File: src/rtl/mux_pkg.sv
// Shared types and helpers for the mux_scanner block and its channel-search sub-module.
package mux_pkg;

    typedef enum logic {
        ST_IDLE = 1'b0,
        ST_RUN  = 1'b1
    } state_e;

    localparam logic MODE_AUTO   = 1'b0;
    localparam logic MODE_MANUAL = 1'b1;

    // Index width for n channels; never narrower than one bit.
    function automatic int idx_w(input int n);
        return (n < 2) ? 1 : $clog2(n);
    endfunction

endpackage

File: src/rtl/mux_next_ch.sv
// Combinational next-channel search with wrap detection for mux_scanner.
// With MUX_SCANNER_SKIP_MASK_EN defined it skips disabled channels; otherwise a plain increment.
module mux_next_ch
    import mux_pkg::*;
#(
    parameter int N_CH = 16,
    parameter int CW   = idx_w(N_CH)
) (
    input  logic [CW-1:0]   i_ch,
`ifdef MUX_SCANNER_SKIP_MASK_EN
    input  logic [N_CH-1:0] i_mask,
`endif
    output logic [CW-1:0]   o_next,
    output logic            o_wrap,
    output logic            o_found
);

`ifdef MUX_SCANNER_SKIP_MASK_EN
    // Priority chain from the nearest candidate above i_ch outward, wrapping back to i_ch itself.
    for (genvar off = 1; off <= N_CH; off++) begin : g_search
        logic [CW-1:0] w_cand;
        logic [CW-1:0] w_pick;
        logic          w_hit;
        assign w_cand = CW'((int'(i_ch) + off) % N_CH);
        if (off == N_CH) begin : g_last
            assign w_hit  = i_mask[w_cand];
            assign w_pick = w_cand;
        end else begin : g_mid
            assign w_hit  = i_mask[w_cand] | g_search[off+1].w_hit;
            assign w_pick = i_mask[w_cand] ? w_cand : g_search[off+1].w_pick;
        end
    end

    assign o_found = g_search[1].w_hit;
    assign o_next  = o_found ? g_search[1].w_pick : i_ch;
    assign o_wrap  = o_found && (g_search[1].w_pick <= i_ch);
`else
    localparam logic [CW-1:0] LAST_CH = CW'(N_CH - 1);

    assign o_found = 1'b1;
    assign o_wrap  = (i_ch >= LAST_CH);
    assign o_next  = o_wrap ? '0 : i_ch + CW'(1);
`endif

endmodule

File: src/rtl/mux_scanner.sv
// Time-division scanning multiplexer: auto round-robin with programmable dwell, or manual select.
// Optional feature macro MUX_SCANNER_SKIP_MASK_EN adds a live ch_mask that auto scan honours.
module mux_scanner
    import mux_pkg::*;
#(
    parameter int  N_CH    = 16,
    parameter int  W       = 1,
    parameter int  DWELL_W = 8,
    localparam int CW      = idx_w(N_CH)
) (
    input  logic                clk,
    input  logic                rst,
    input  logic [N_CH*W-1:0]   in,
    input  logic                mode,
    input  logic [CW-1:0]       man_sel,
    input  logic [DWELL_W-1:0]  dwell,
    input  logic                start,
    input  logic                stop,
`ifdef MUX_SCANNER_SKIP_MASK_EN
    input  logic [N_CH-1:0]     ch_mask,
`endif
    output logic [W-1:0]        out,
    output logic [CW-1:0]       out_ch,
    output logic                out_valid,
    output logic                wrap,
    output logic                busy
);

    localparam logic [CW-1:0] LAST_CH = CW'(N_CH - 1);

    state_e             r_state, w_state_next;
    logic               r_mode, w_mode_next;
    logic [CW-1:0]      r_ch, w_ch_next;
    logic [DWELL_W-1:0] r_dwell_cnt, w_dwell_next;
    logic               r_wrapped, w_wrapped_next;
    logic [W-1:0]       r_out;
    logic [CW-1:0]      r_out_ch;
    logic               r_out_valid, r_wrap;

    logic [W-1:0]       w_chan [N_CH];
    logic [CW-1:0]      w_man_ch, w_search_from, w_adv_ch;
    logic               w_adv_wrap, w_found, w_cur_en, w_valid_next;

    for (genvar k = 0; k < N_CH; k++) begin : g_chan
        assign w_chan[k] = in[k*W +: W];
    end

    if ((1 << CW) > N_CH) begin : g_clamp
        assign w_man_ch = (man_sel > LAST_CH) ? LAST_CH : man_sel;
    end else begin : g_no_clamp
        assign w_man_ch = man_sel;
    end

`ifdef MUX_SCANNER_SKIP_MASK_EN
    assign w_cur_en = ch_mask[r_ch];
`else
    assign w_cur_en = 1'b1;
`endif

    // Searching "after the last channel" yields the lowest enabled channel, which start needs.
    assign w_search_from = start ? LAST_CH : r_ch;

    mux_next_ch #(
        .N_CH (N_CH),
        .CW   (CW)
    ) u_next_ch (
        .i_ch    (w_search_from),
`ifdef MUX_SCANNER_SKIP_MASK_EN
        .i_mask  (ch_mask),
`endif
        .o_next  (w_adv_ch),
        .o_wrap  (w_adv_wrap),
        .o_found (w_found)
    );

    always_comb begin
        // NOTE: every signal gets a default before any branch, so no path can infer a latch.
        w_state_next   = r_state;
        w_mode_next    = r_mode;
        w_ch_next      = r_ch;
        w_dwell_next   = r_dwell_cnt;
        w_wrapped_next = 1'b0;
        if (stop) begin
            w_state_next = ST_IDLE;
        end else if (start) begin
            w_state_next = ST_RUN;
            w_mode_next  = mode;
            w_ch_next    = (mode == MODE_MANUAL) ? w_man_ch : w_adv_ch;
            w_dwell_next = '0;
        end else if (r_state == ST_RUN) begin
            if (r_mode == MODE_MANUAL) begin
                w_ch_next = w_man_ch;
            end else if (!w_cur_en || (r_dwell_cnt >= dwell)) begin
                // A channel disabled under it is left at once; no enabled channel at all holds ch.
                w_dwell_next = '0;
                if (w_found) begin
                    w_ch_next      = w_adv_ch;
                    w_wrapped_next = w_adv_wrap;
                end
            end else begin
                w_dwell_next = r_dwell_cnt + DWELL_W'(1);
            end
        end
    end

    assign w_valid_next = (r_state == ST_RUN) && ((r_mode == MODE_MANUAL) || w_cur_en);

    always_ff @(posedge clk) begin
        if (rst) begin
            r_state     <= ST_IDLE;
            r_mode      <= MODE_AUTO;
            r_ch        <= '0;
            r_dwell_cnt <= '0;
            r_wrapped   <= 1'b0;
            r_out       <= '0;
            r_out_ch    <= '0;
            r_out_valid <= 1'b0;
            r_wrap      <= 1'b0;
        end else begin
            // NOTE: non-blocking assignments so every register samples pre-edge values.
            r_state     <= w_state_next;
            r_mode      <= w_mode_next;
            r_ch        <= w_ch_next;
            r_dwell_cnt <= w_dwell_next;
            r_wrapped   <= w_wrapped_next;
            r_out_valid <= w_valid_next;
            r_wrap      <= (r_state == ST_RUN) && r_wrapped;
            if (r_state == ST_RUN) begin
                r_out    <= w_chan[r_ch];
                r_out_ch <= r_ch;
            end
        end
    end

    assign out       = r_out;
    assign out_ch    = r_out_ch;
    assign out_valid = r_out_valid;
    assign wrap      = r_wrap;
    assign busy      = (r_state == ST_RUN);

endmodule

File: config.mk
export PLATFORM = sky130hd
export DESIGN_NAME = mux_scanner
export DESIGN_NICKNAME = d
export VERILOG_FILES = /design/src/rtl/mux_pkg.sv /design/src/rtl/mux_next_ch.sv /design/src/rtl/mux_scanner.sv
export SDC_FILE = /design/constraint.sdc
export NUM_CORES = 1
export LEC_CHECK = 0
export BUFFER_PORTS_ARGS = -buffer_cell sky130_fd_sc_hd__buf_2
export CORE_AREA = 2 2 58 54
export DETAILED_ROUTE_END_ITERATION = 8
export DIE_AREA = 0 0 60 56
export PLACE_DENSITY = 0.82
export SYNTH_ARGS = -nofsm -noshare
export SYNTH_HDL_FRONTEND = slang
export SYNTH_SLANG_ARGS = --single-unit
File: constraint.sdc
create_clock -name clk -period 4.85 [get_ports clk]
set_input_delay 0.485 -clock clk [delete_from_list [all_inputs] [get_ports clk]]
set_output_delay 0.485 -clock clk [all_outputs]
set_load 0.01 [all_outputs]
==> run_results.csv <==
group,metric,value,unit
synthesis,yosys_warnings,0,
cts,clock_latency,320,ps
pwr,clkPwrFrac,28.3,%
synthesis,netlist_area,1480,sq um
worst_setup_path,start_kind,"register",
floorplanning,core_area,2730,sq um
cells_and_area,multi_input_area,950,sq um
drt,ant_nets,0,
cts,cts_root_buf,"clkbuf_4",
floorplanning,die_x,60,um
sta,finalCritPeriodShare,43.9,%
cells_and_area,n_antenna_cell,0,
place,portBuffers,40,
global_route,grt_max_degree,22,
floorplanning,ios,41,
pwr,p_switching,96.8,uW
pwr,ir_drop,0.151,mV
drt,drc_errors,0,
synthesis,synth-edff-count,0,
drt,post_drt_via_cell_ratio,5.42,
cts,cts_made_buffers,3,
pwr,powerDensity,210,nW/um^2
drt,drt-wirelength-per-cell,12.7,um
hold_path,hold-path-cell-count,1,
synthesis,yosysSeqAreaShare,29.7,%
sta,relSlewSlack,47.4,%
floorplanning,placementRows,18,
pwr,pwr-share-comb,18.3,%
worst_setup_path,crit_required,5040,ps
pwr,p_leak,0.748,nW
pwr,p_int,265,uW
worst_setup_path,crit_chain,"ha_1, o211a_1, a211oi_1, o31ai_1, a21oi_1, a311oi_1",
synthesis,async_reset_ff_share,0,%
drt,wirelength,3160,um
floorplanning,die_area,3360,sq um
sta,fin_skew,9.80,ps
synthesis,ys_ff_latch,22,
cts,cts_tree,"done",
global_route,overflow,0,
pwr,netSwitchingFraction,26.7,%
cts,post-cts-setup-buffers,0,
synthesis,syn_area_per_cell,8.61,sq um
cts,cts.repair.resized,0,
worst_setup_path,path_class,"register to register",
cells_and_area,register_area,440,sq um
cts,clockBufferDepth,2,
place,dpl.hpwl,2340,um
hold_path,holdPathEnd,"wrap",
sta,rsz0062_at_grt,"no",
hold_path,hold_start,"r_wrapped",
synthesis,netlist.area_leader.share,29.7,%
pwr,power,362,uW
job,maxCapViolCount,0,
worst_setup_path,crit_slowest_cell,"a211oi_1",
sta,fmax,470,MHz
hold_path,worst_hold_path_type,"register to register",
synthesis,netlist_instances,172,
cts,cts_max_level,1,
worst_setup_path,r2r_start,"r_dwell_cnt[2]",
worst_setup_path,slowest_delay,550,ps
worst_setup_path,cp_max_fo,6,
worst_setup_path,r2r_cells,6,
sta,fin_tns_setup,0,ps
cells_and_area,nets,252,
worst_setup_path,cp_num_buf_inv,0,
worst_setup_path,arrival,2320,ps
drt,vias,1344,
cells_and_area,nFillCells,246,
cts,cts_hold_buf,0,
sta,setup_viol,0,
sta,period_minus_slack,2130,ps
synthesis,yosys.area.top_type,"dfxtp_1",
pwr,p_seq_share,53.5,%
worst_setup_path,reg2reg_slack,2720,ps
synthesis,synth_area_leaders,"dfxtp_1, ha_1, mux4_1",
sta,worstMarginPinSlew,788,ps
place,gp_congestion,0.835,
synthesis,yosysMostFrequentCell,"dfxtp_1",
synthesis,yosys-top-cells-count,"dfxtp_1, nand2_1, nor2_1, inv_1, ha_1",
worst_setup_path,critPathCaptureType,"register",
synthesis,synth_ff_type,"dfxtp_1",
synthesis,synth_cell_types,42,
global_route,grt_pass1_vias,1258,
synthesis,syn_nets,215,
worst_setup_path,r2r_end,"r_ch[1]",
cells_and_area,largest_reg_flops,8,
status,status,"completed",
drt,initialDrtViolationCount,64,
cells_and_area,regMostFlops,"r_dwell_cnt",
global_route,grt.total_usage,20.5,%
global_route,grt_pass1_wl,5400,um
drt,first_pass_iters,4,
worst_setup_path,crit_family,"compound AO/OA/AOI/OAI gates",
sta,final_max_slew_viol_count,0,
floorplanning,die_height,56,um
global_route,antenna_found_initial,0,
cts,clock_sinks,22,
cells_and_area,final_layout_size_suffix_gt1_share,26.4,%
sta,hold_viol,0,
cts,clk_pin_slew,120,ps
floorplanning,initial_utilization,54.4,%
cells_and_area,areaGrowthSynthToFinish,16.2,%
[cells in the final DEF, fill, tap and decap left out, types with 5 or more instances in the layout]
cell     count
a21oi_1      9
nor2_1      15
nand2_1     15
inv_1       12
ha_1        10
buf_2       40
o21ai_0      7
or2_2        5
nand3_1      5
nor2b_1      6
dfxtp_1     22
nor3_1       7
mux2i_1      7
[worst register-to-register path, cell delays in order (launching register included)]
cell,delay (ps)
dfxtp_1,440
ha_1,270
o211a_1,210
a211oi_1,550
o31ai_1,290
a21oi_1,190
a311oi_1,60
[kinds of logic after synthesis]
logic type	after synthesis	synth area share, %
fa+ha+maj	10	8.45
mux	13	13.9
compound gates	45	21.2
simple gates	61	20.0
buf+inv	20	6.17
flops	22	29.7
xor+xnor	1	0.591
[layout make-up]
type / count / share of cell area, %
multi-input combinational: 130 / 55.2
timing repair buffer: 40 / 11.6
sequential: 22 / 25.6
clock buffer: 4 / 2.11
inverter: 12 / 2.62
tap: 40 / 2.91
[how the worst max path moves through the flow]
| stage | from | endpoint | slack [ps] | cells after the start |
|---|---|---|---|---|
| floorplan | dwell[6] | r_ch[1] | 2790 | 7 |
| global placement | dwell[6] | r_ch[1] | 2610 | 8 |
| detailed placement | dwell[2] | r_ch[1] | 2540 | 8 |
| CTS | r_dwell_cnt[2] | r_ch[1] | 2740 | 6 |
| global route | r_dwell_cnt[2] | r_ch[1] | 2460 | 6 |
| finish | r_dwell_cnt[2] | r_ch[1] | 2720 | 6 |
[stage by stage]
step / worst slack [ps] / area [sq um] / cells / utilization [%] / hold slack (ps)
floorplan: 2790 / 1480 / 172 / - / 406
global placement: 2610 / 1690 / 244 / 61.8 / 412
detailed placement: 2540 / 1690 / 244 / 61.8 / 422
CTS: 2740 / 1720 / 248 / 63.2 / 450
global route: 2460 / 1720 / 248 / 63.2 / 461
finish: 2720 / 1720 / 248 / 63.2 / 445
[power groups by stage]
stage	combinational [mW]	clock (mW)	sequential, mW
global placement	0.0643	0	0.197
finish	0.0661	0.102	0.194
detailed placement	0.0660	0	0.198
global route	0.0748	0.115	0.195
CTS	0.0662	0.104	0.194
floorplan	0.0488	0	0.192
[layer usage]
layer | vias up | GRT usage [%] | share of wire (%)
met5 | - | 0 | 0
met4 | 0 | 5.40 | 1.0
met3 | 4 | 5.12 | 5.0
met2 | 34 | 32.6 | 45
met1 | 602 | 27.4 | 49
li1 | 704 | - | -
Note: power is estimated with default switching activity, not from simulation.
